--- config.mk ---
export PLATFORM = sky130hd
export DESIGN_NAME = sipo_receiver
export DESIGN_NICKNAME = d
export VERILOG_FILES = /design/src/rtl/sipo_receiver.sv
export SDC_FILE = /design/constraint.sdc
export NUM_CORES = 1
export LEC_CHECK = 0
export BUFFER_PORTS_ARGS = -buffer_cell sky130_fd_sc_hd__buf_4
export CORE_ASPECT_RATIO = 1.2
export CORE_UTILIZATION = 35
export DETAILED_ROUTE_END_ITERATION = 6
export PLACE_DENSITY = 0.54
export SLEW_MARGIN = 20
export SYNTH_ARGS = -nofsm -noshare
export SYNTH_HDL_FRONTEND = slang
export SYNTH_SLANG_ARGS = --single-unit
--- constraint.sdc ---
create_clock -name clk -period 1.9 [get_ports clk]
set_input_delay 0.19 -clock clk [delete_from_list [all_inputs] [get_ports clk]]
set_output_delay 0.19 -clock clk [all_outputs]
set_load 0.05 [all_outputs]
--- src/rtl/sipo_receiver.sv ---
// Serial-in parallel-out receiver: assembles LSB-first words into a holding register.
// Optional even-parity bit per word when SIPO_PARITY_EN is defined (adds parity_err port).
module sipo_receiver #(
   parameter int unsigned WIDTH = 4
) (
   input  logic             clk,
   input  logic             reset,
   input  logic             serial_in,
   input  logic             shift_en,
   input  logic             data_ack,
   output logic [WIDTH-1:0] data_out,
   output logic             data_valid,
   output logic             busy,
`ifdef SIPO_PARITY_EN
   output logic             parity_err,
`endif
   output logic             overrun
);

   localparam int unsigned CntW = $clog2(WIDTH + 1);

`ifdef SIPO_PARITY_EN
   typedef enum logic [1:0] {StIdle, StShift, StParity} state_e;
`else
   typedef enum logic [0:0] {StIdle, StShift} state_e;
`endif

   state_e            state_q, state_d;
   logic [CntW-1:0]   cnt_q, cnt_d;
   logic [WIDTH-1:0]  sreg_q, sreg_d;
   logic [WIDTH-1:0]  dout_q, dout_d;
   logic              valid_q, valid_d;
   logic              ovr_q, ovr_d;
`ifdef SIPO_PARITY_EN
   logic              perr_q, perr_d;
   logic              done_perr;
`endif

   logic              word_done;
   logic [WIDTH-1:0]  done_word;
   logic [WIDTH-1:0]  word_w;

   // Partial word with the current serial bit placed at position cnt_q.
   always_comb begin
      word_w = sreg_q;
      for (int unsigned i = 0; i < WIDTH; i++) begin
         if (cnt_q == CntW'(i)) begin
            word_w[i] = serial_in;
         end
      end
   end

   always_comb begin
      state_d   = state_q;
      cnt_d     = cnt_q;
      sreg_d    = sreg_q;
      word_done = 1'b0;
      done_word = sreg_q;
`ifdef SIPO_PARITY_EN
      done_perr = 1'b0;
`endif
      case (state_q)
         StIdle: begin
            if (shift_en) begin
               sreg_d  = word_w;
               cnt_d   = CntW'(1);
               state_d = StShift;
            end
         end
         StShift: begin
            if (shift_en) begin
               if (cnt_q == CntW'(WIDTH - 1)) begin
`ifdef SIPO_PARITY_EN
                  sreg_d  = word_w;
                  cnt_d   = CntW'(WIDTH);
                  state_d = StParity;
`else
                  word_done = 1'b1;
                  done_word = word_w;
                  sreg_d    = '0;
                  cnt_d     = '0;
                  state_d   = StIdle;
`endif
               end else begin
                  sreg_d = word_w;
                  cnt_d  = cnt_q + CntW'(1);
               end
            end
         end
`ifdef SIPO_PARITY_EN
         StParity: begin
            if (shift_en) begin
               word_done = 1'b1;
               done_word = sreg_q;
               done_perr = (^sreg_q) ^ serial_in;
               sreg_d    = '0;
               cnt_d     = '0;
               state_d   = StIdle;
            end
         end
`endif
         default: begin
            state_d = StIdle;
            cnt_d   = '0;
            sreg_d  = '0;
         end
      endcase
   end

   // Holding register: a completed word is dropped only if the old one is still unclaimed.
   always_comb begin
      dout_d  = dout_q;
      valid_d = valid_q;
      ovr_d   = ovr_q;
`ifdef SIPO_PARITY_EN
      perr_d  = perr_q;
`endif
      if (word_done) begin
         if (!valid_q || data_ack) begin
            dout_d  = done_word;
            valid_d = 1'b1;
`ifdef SIPO_PARITY_EN
            perr_d  = done_perr;
`endif
         end else begin
            ovr_d = 1'b1;
         end
      end else if (data_ack) begin
         valid_d = 1'b0;
      end
   end

   always_ff @(posedge clk or posedge reset) begin
      if (reset) begin
         state_q <= StIdle;
         cnt_q   <= '0;
         sreg_q  <= '0;
         dout_q  <= '0;
         valid_q <= 1'b0;
         ovr_q   <= 1'b0;
`ifdef SIPO_PARITY_EN
         perr_q  <= 1'b0;
`endif
      end else begin
         state_q <= state_d;
         cnt_q   <= cnt_d;
         sreg_q  <= sreg_d;
         dout_q  <= dout_d;
         valid_q <= valid_d;
         ovr_q   <= ovr_d;
`ifdef SIPO_PARITY_EN
         perr_q  <= perr_d;
`endif
      end
   end

   assign data_out   = dout_q;
   assign data_valid = valid_q;
   assign busy       = (state_q != StIdle);
   assign overrun    = ovr_q;
`ifdef SIPO_PARITY_EN
   assign parity_err = perr_q;
`endif

endmodule

==> flow_summary.json, run 1 <==
{
  "setup_violations": 0,
  "nets": 80,
  "outcome": "completed",
  "drive_gt1_frac": 0.3714,
  "syn-num-nets": 64,
  "drc": 0,
  "viasPerCell": 5.124,
  "overflow": 0,
  "max_cap_viol_count": 0,
  "drt-total-wl_um": 1182,
  "worstMarginPinSlew_ns": 0.5032,
  "worst_hold_path_type": "in -> reg",
  "port_buffers": 11,
  "synth_seq_area_share": 0.4545,
  "cts_inserted_buffers": 3,
  "fin_util": 0.4559,
  "critPathLaunchType": "flip-flop",
  "grt_pass1_vias": 461,
  "place_congestion": 0.6485,
  "start_util": 0.3824,
  "dp_hpwl_um": 863.1,
  "cts_resized": 0,
  "fin_crit_ns": 1.470,
  "antenna_cells": 0,
  "num_rows": 17,
  "skew_ns": 0.002075,
  "ir_drop_mv": 0.6377,
  "cts.sinks": 13,
  "syn_to_final_growth_pct": 19.23,
  "cpMaxStageDelayCell": "dfrtp_1",
  "yosysWarnings": 0,
  "slew_headroom": 0.6642,
  "whs_ns": 0.1780,
  "place_inst": 84,
  "dieArea_um2": 2230,
  "tritoncts": "yes",
  "path_cells": "ha_1, nand4b_4, nor2b_4, mux2_4",
  "critPathMaxStageDelay_ns": 0.41,
  "ys_types": 21,
  "die_width_um": 43.28,
  "rsz0062_at_grt": "false",
  "io_pins": 12,
  "leakagePower_uw": 0.0004176,
  "power_density_nw_per_um2": 1776,
  "root_buffer": "clkbuf_4",
  "timing.fmax_ghz": 0.6804,
  "first_pass_iters": 3,
  "route.vias.total": 456,
  "synth_area_um2": 715.7,
  "ys_ff_latch": 13,
  "crit_path_end_kind": "flip-flop",
  "clk-insertion-delay-late_ns": 0.28,
  "path_clk_slew_ns": 0.08,
  "critPathMaxFanout": 5,
  "first_iter_violations": 5,
  "crit_family": "flip-flops",
  "cts_setup_buffers": 0,
  "setup_tns_ns": 0,
  "grt_max_degree": 14,
  "fin_cells": 89,
  "post_drt_wl_per_cell_um": 13.28,
  "slew_viol_final": 0,
  "hold_viol_final": 0,
  "final_area_um2": 853.3,
  "postSynthCellCount": 55,
  "coreArea_um2": 1872,
  "ant_nets": 0,
  "placed_cell_area_um2": 817.0,
  "crit_arrival_ns": 1.64,
  "path_class": "reg -> reg",
  "period_share": 0.7735,
  "htreeDepth": 1,
  "cp_num_buf_inv": 0,
  "syn_area_per_cell_um2": 13.01,
  "crit_required_ns": 2.07,
  "grtUsageTotal": 0.1286,
  "die_h_um": 51.54,
  "antenna_found_initial": 0,
  "cts.path.max_buffers": 2,
  "grt_pass1_wl_um": 2083
}
-- cell usage after synthesis (all sizes together) --
| cell | n | area (um^2) |
|---|---|---|
| o21bai | 1 | 7.510 |
| buf | 1 | 5.000 |
| o221ai | 3 | 26.28 |
| or2b | 1 | 7.510 |
| nor2b | 2 | 20.02 |
| o211ai | 1 | 7.510 |
| ha | 4 | 50.05 |
| mux2 | 7 | 105.1 |
| o21a | 2 | 15.01 |
| a21boi | 1 | 7.510 |
| inv | 6 | 22.52 |
| dfrtp | 13 | 325.3 |
| nand2 | 1 | 3.750 |
| nand4b | 2 | 32.53 |
| nand3b | 1 | 7.510 |
| nand3 | 4 | 20.02 |
| nand2b | 4 | 47.55 |
| o21ai | 1 | 5.000 |
-- stage by stage --
step	power (uW)	worst slack (ns)
floorplan	1161	0.3692
CTS	1535	0.4210
detailed placement	1353	0.4314
global route	1627	0.3368
finish	1515	0.4303
global placement	1347	0.4490
-- worst register-to-register path: stages (launching register included) --
cell      delay [ns]
dfrtp_1         0.41
ha_1            0.27
nand4b_4        0.15
nor2b_4         0.21
mux2_4          0.31
-- worst paths after layout --
check,startpoint,end,slack [ns],depth (start not counted)
max in group asynchronous,reset,cnt_q[0],1.07,3
max,cnt_q[0],data_out[0],0.43,4
max reg2reg,cnt_q[0],data_out[0],0.43,4
min,serial_in,data_out[3],0.18,2
min in group asynchronous,reset,data_out[3],0.49,3
min reg2reg,overrun,overrun,0.48,1
-- registers in the layout (all words and copies together), names as in the netlist --
name        cells
data_valid      1
busy            1
sreg_q          3
overrun         1
data_out        4
cnt_q           3
-- where the power goes --
| part | internal [uW] | switching, uW |
|---|---|---|
| clock network | 81.4 | 95.4 |
| registers | 397 | 97.5 |
| logic | 379 | 464 |
| total | 858 | 657 |
-- cell families after synthesis --
group                      count (synthesis)  synth area share
buffers and inverters                      7           0.03845
adders and majority gates                  4           0.06993
DFF                                       13            0.4545
AOI/OAI and AO/OA                          9           0.09616
and+or+nand+nor                           15            0.1941
muxes                                      7            0.1469
-- placed cells by master, fill, tap and decap left out --
cell / netlist / layout
ha_1: 4 / 4
or2b_1: 1 / 1
o221ai_1: 3 / 3
nand3b_1: 1 / 1
mux2_4: 7 / 7
inv_1: 6 / 6
nand2_1: 1 / 1
o21bai_1: 1 / 1
nand4b_4: 1 / 1
nand2b_1: 1 / 1
nand3_1: 4 / 4
buf_4: 0 / 11
clkbuf_4: 0 / 3
nand2b_4: 3 / 3
nor2b_4: 1 / 1
o21ai_0: 1 / 1
a21boi_0: 1 / 1
nor2b_1: 1 / 1
dlygate4sd3_1: 0 / 1
clkbuf_1: 0 / 1
o21a_1: 2 / 2
dfrtp_1: 13 / 13
o211ai_1: 1 / 1
nand4b_1: 1 / 1
-- cell type report --
| cell class | count | area [um^2] |
|---|---|---|
| well taps | 19 | 23.77 |
| clock buffers | 4 | 26.28 |
| inverters | 6 | 22.52 |
| flip-flops and latches | 13 | 325.3 |
| fillers | 172 | 1018 |
| multi-input cells | 35 | 362.8 |
| repair buffers | 12 | 92.59 |
-- routing by layer --
metal | wire length [um] | up-vias | track usage | part of all wire
met5 | 0 | - | 0 | 0
met4 | 29 | 0 | 0.06061 | 0.025
met3 | 53 | 4 | 0.03472 | 0.045
met2 | 565 | 11 | 0.2090 | 0.48
met1 | 533 | 221 | 0.1567 | 0.45
li1 | - | 220 | - | -
-- timing repair --
item                                   CTS  global route
setup endpoints to repair                0             0
endpoints found under the hold margin   13             0
hold buffers                             1             0
Note: power is estimated with default switching activity, not from simulation.
==> inputs of run 2 (changes only) <==
PLACE_DENSITY = 0.56   (was 0.54)
clock period = 1.3 ns   (was 1.9 ns; I/O delays follow)
==> flow_summary.json, run 2 (synthesis gave the netlist of run 1 again) <==
{
  "leakagePower_uw": 0.0004534,
  "violations": "negative setup slack",
  "start_util": 0.3824,
  "nets": 88,
  "hold_depth": 2,
  "critPathMaxFanout": 3,
  "crit_arrival_ns": 1.59,
  "cts.sinks": 13,
  "viasPerCell": 4.938,
  "grt_max_degree": 14,
  "first_pass_iters": 4,
  "clk-insertion-delay-late_ns": 0.28,
  "layout_commonest_cell": "buf_4",
  "drive_gt1_frac": 0.6154,
  "hold_viol_final": 0,
  "cts_inserted_buffers": 3,
  "path_clk_slew_ns": 0.09,
  "first_iter_violations": 2,
  "power_density_nw_per_um2": 2572,
  "path_class": "reg -> reg",
  "period_share": 1.093,
  "critPathMaxStageDelay_ns": 0.47,
  "drt-total-wl_um": 1292,
  "ir_drop_mv": 1.057,
  "drc": 0,
  "setup_slack_ns": -0.1215,
  "coreArea_um2": 1872,
  "tritoncts": "yes",
  "rsz0062_at_grt": "true",
  "critPathLaunchType": "flip-flop",
  "ant_nets": 0,
  "outcome": "finished, violations left",
  "grt_pass1_vias": 499,
  "worstMarginPinSlew_ns": 0.5041,
  "antenna_found_initial": 0,
  "syn_to_final_growth_pct": 39.16,
  "crit_required_ns": 1.47,
  "dieArea_um2": 2230,
  "path_cells": "inv_4, ha_4, nand2b_4, mux2_4, mux2_4",
  "max_cap_viol_count": 0,
  "worst_hold_path_type": "in -> reg",
  "overflow": 0,
  "largest_register_ff_count": 4,
  "num_rows": 17,
  "place_congestion": 0.6514,
  "fin_crit_ns": 1.421,
  "p_total_uw": 2561,
  "setup_violations": 6,
  "timing.fmax_ghz": 0.7035,
  "cpMaxStageDelayCell": "dfrtp_2",
  "rr_worst_depth": 5,
  "antenna_cells": 0,
  "die_width_um": 43.28,
  "crit_path_end_kind": "flip-flop",
  "post_drt_wl_per_cell_um": 13.32,
  "root_buffer": "clkbuf_4",
  "layout_common_cells": "buf_4 (19), dfrtp_1 (9), mux2_4 (7)",
  "grtUsageTotal": 0.1373,
  "skew_ns": 0.003065,
  "route.vias.total": 479,
  "slew_viol_final": 0,
  "htreeDepth": 1,
  "die_h_um": 51.54,
  "whs_ns": 0.1240,
  "io_pins": 12,
  "cts.path.max_buffers": 2,
  "grt_pass1_wl_um": 2208,
  "port_buffers": 11,
  "dp_hpwl_um": 903.2,
  "slew_headroom": 0.6636,
  "critPathMostFrequentCell": "mux2_4"
}
-- run 2: cell count changes in the layout (fill, tap and decap cells not counted), moves of 4 or more --
cell | previous run | this run
dfrtp_1 | 13 | 9
ha_4 | 0 | 4
dfrtp_2 | 0 | 4
buf_4 | 11 | 19
ha_1 | 4 | 0
-- run 2: path summary, 6_finish.rpt --
kind	start	to	slack (ns)
setup / recovery	cnt_q[1]	data_out[0]	-0.12
hold / removal	serial_in	data_out[3]	0.12
setup reg to reg	cnt_q[1]	data_out[0]	-0.12
hold reg to reg	overrun	overrun	0.50
max in group asynchronous	reset	data_valid	0.51
min in group asynchronous	reset	data_out[2]	0.42
-- run 2: metrics by stage --
stage / TNS [ns] / util / cell area, um^2 / instances / setup WS [ns]
global route: -0.8427 / 0.5321 / 996.0 / 97 / -0.1548
floorplan: -0.2741 / - / 775.7 / 55 / -0.07653
finish: -0.4761 / 0.5321 / 996.0 / 97 / -0.1215
CTS: -0.4496 / 0.5160 / 965.9 / 96 / -0.1251
global placement: -0.3764 / 0.4886 / 914.6 / 89 / -0.1023
detailed placement: -0.4009 / 0.4886 / 914.6 / 89 / -0.1110
-- run 2: repair_timing --
| action | 4_1_cts | 5_1_grt |
|---|---|---|
| hold buffers | 1 | 0 |
| endpoints found under the hold margin | 13 | 0 |
| gates resized for setup | 0 | 4 |
| endpoints found under the setup margin | 4 | 8 |
| buffers inserted | 2 | 1 |
| pin swaps | 1 | 1 |
| gates cloned | 0 | 0 |
-- run 2: cell type report --
type / instances / area [um^2]
fill: 178 / 875.8
multi-input combinational: 35 / 435.4
sequential: 13 / 330.3
timing repair buffer: 20 / 152.6
inverter: 6 / 27.53
clock buffer: 4 / 26.28
tap: 19 / 23.77
-- run 2: power by group --
part / switching [uW] / internal [uW]
Combinational: 773 / 752
Clock: 143 / 119
Sequential: 182 / 591
-- run 2: routing by layer --
layer,share of wire,GRT usage,vias to the layer above
met5,0,0,-
met4,0.024,0.09091,0
met3,0.039,0.03472,4
met2,0.52,0.2239,11
met1,0.42,0.1564,224
li1,-,-,240
-- run 2: worst max-delay path, delay by kind of cell, from the launching register on --
family	cells	cell delay, ns
muxes	2	0.54
and+or+nand+nor	1	0.06
DFF	1	0.47
adders and majority gates	1	0.14
buffers and inverters	1	0.10
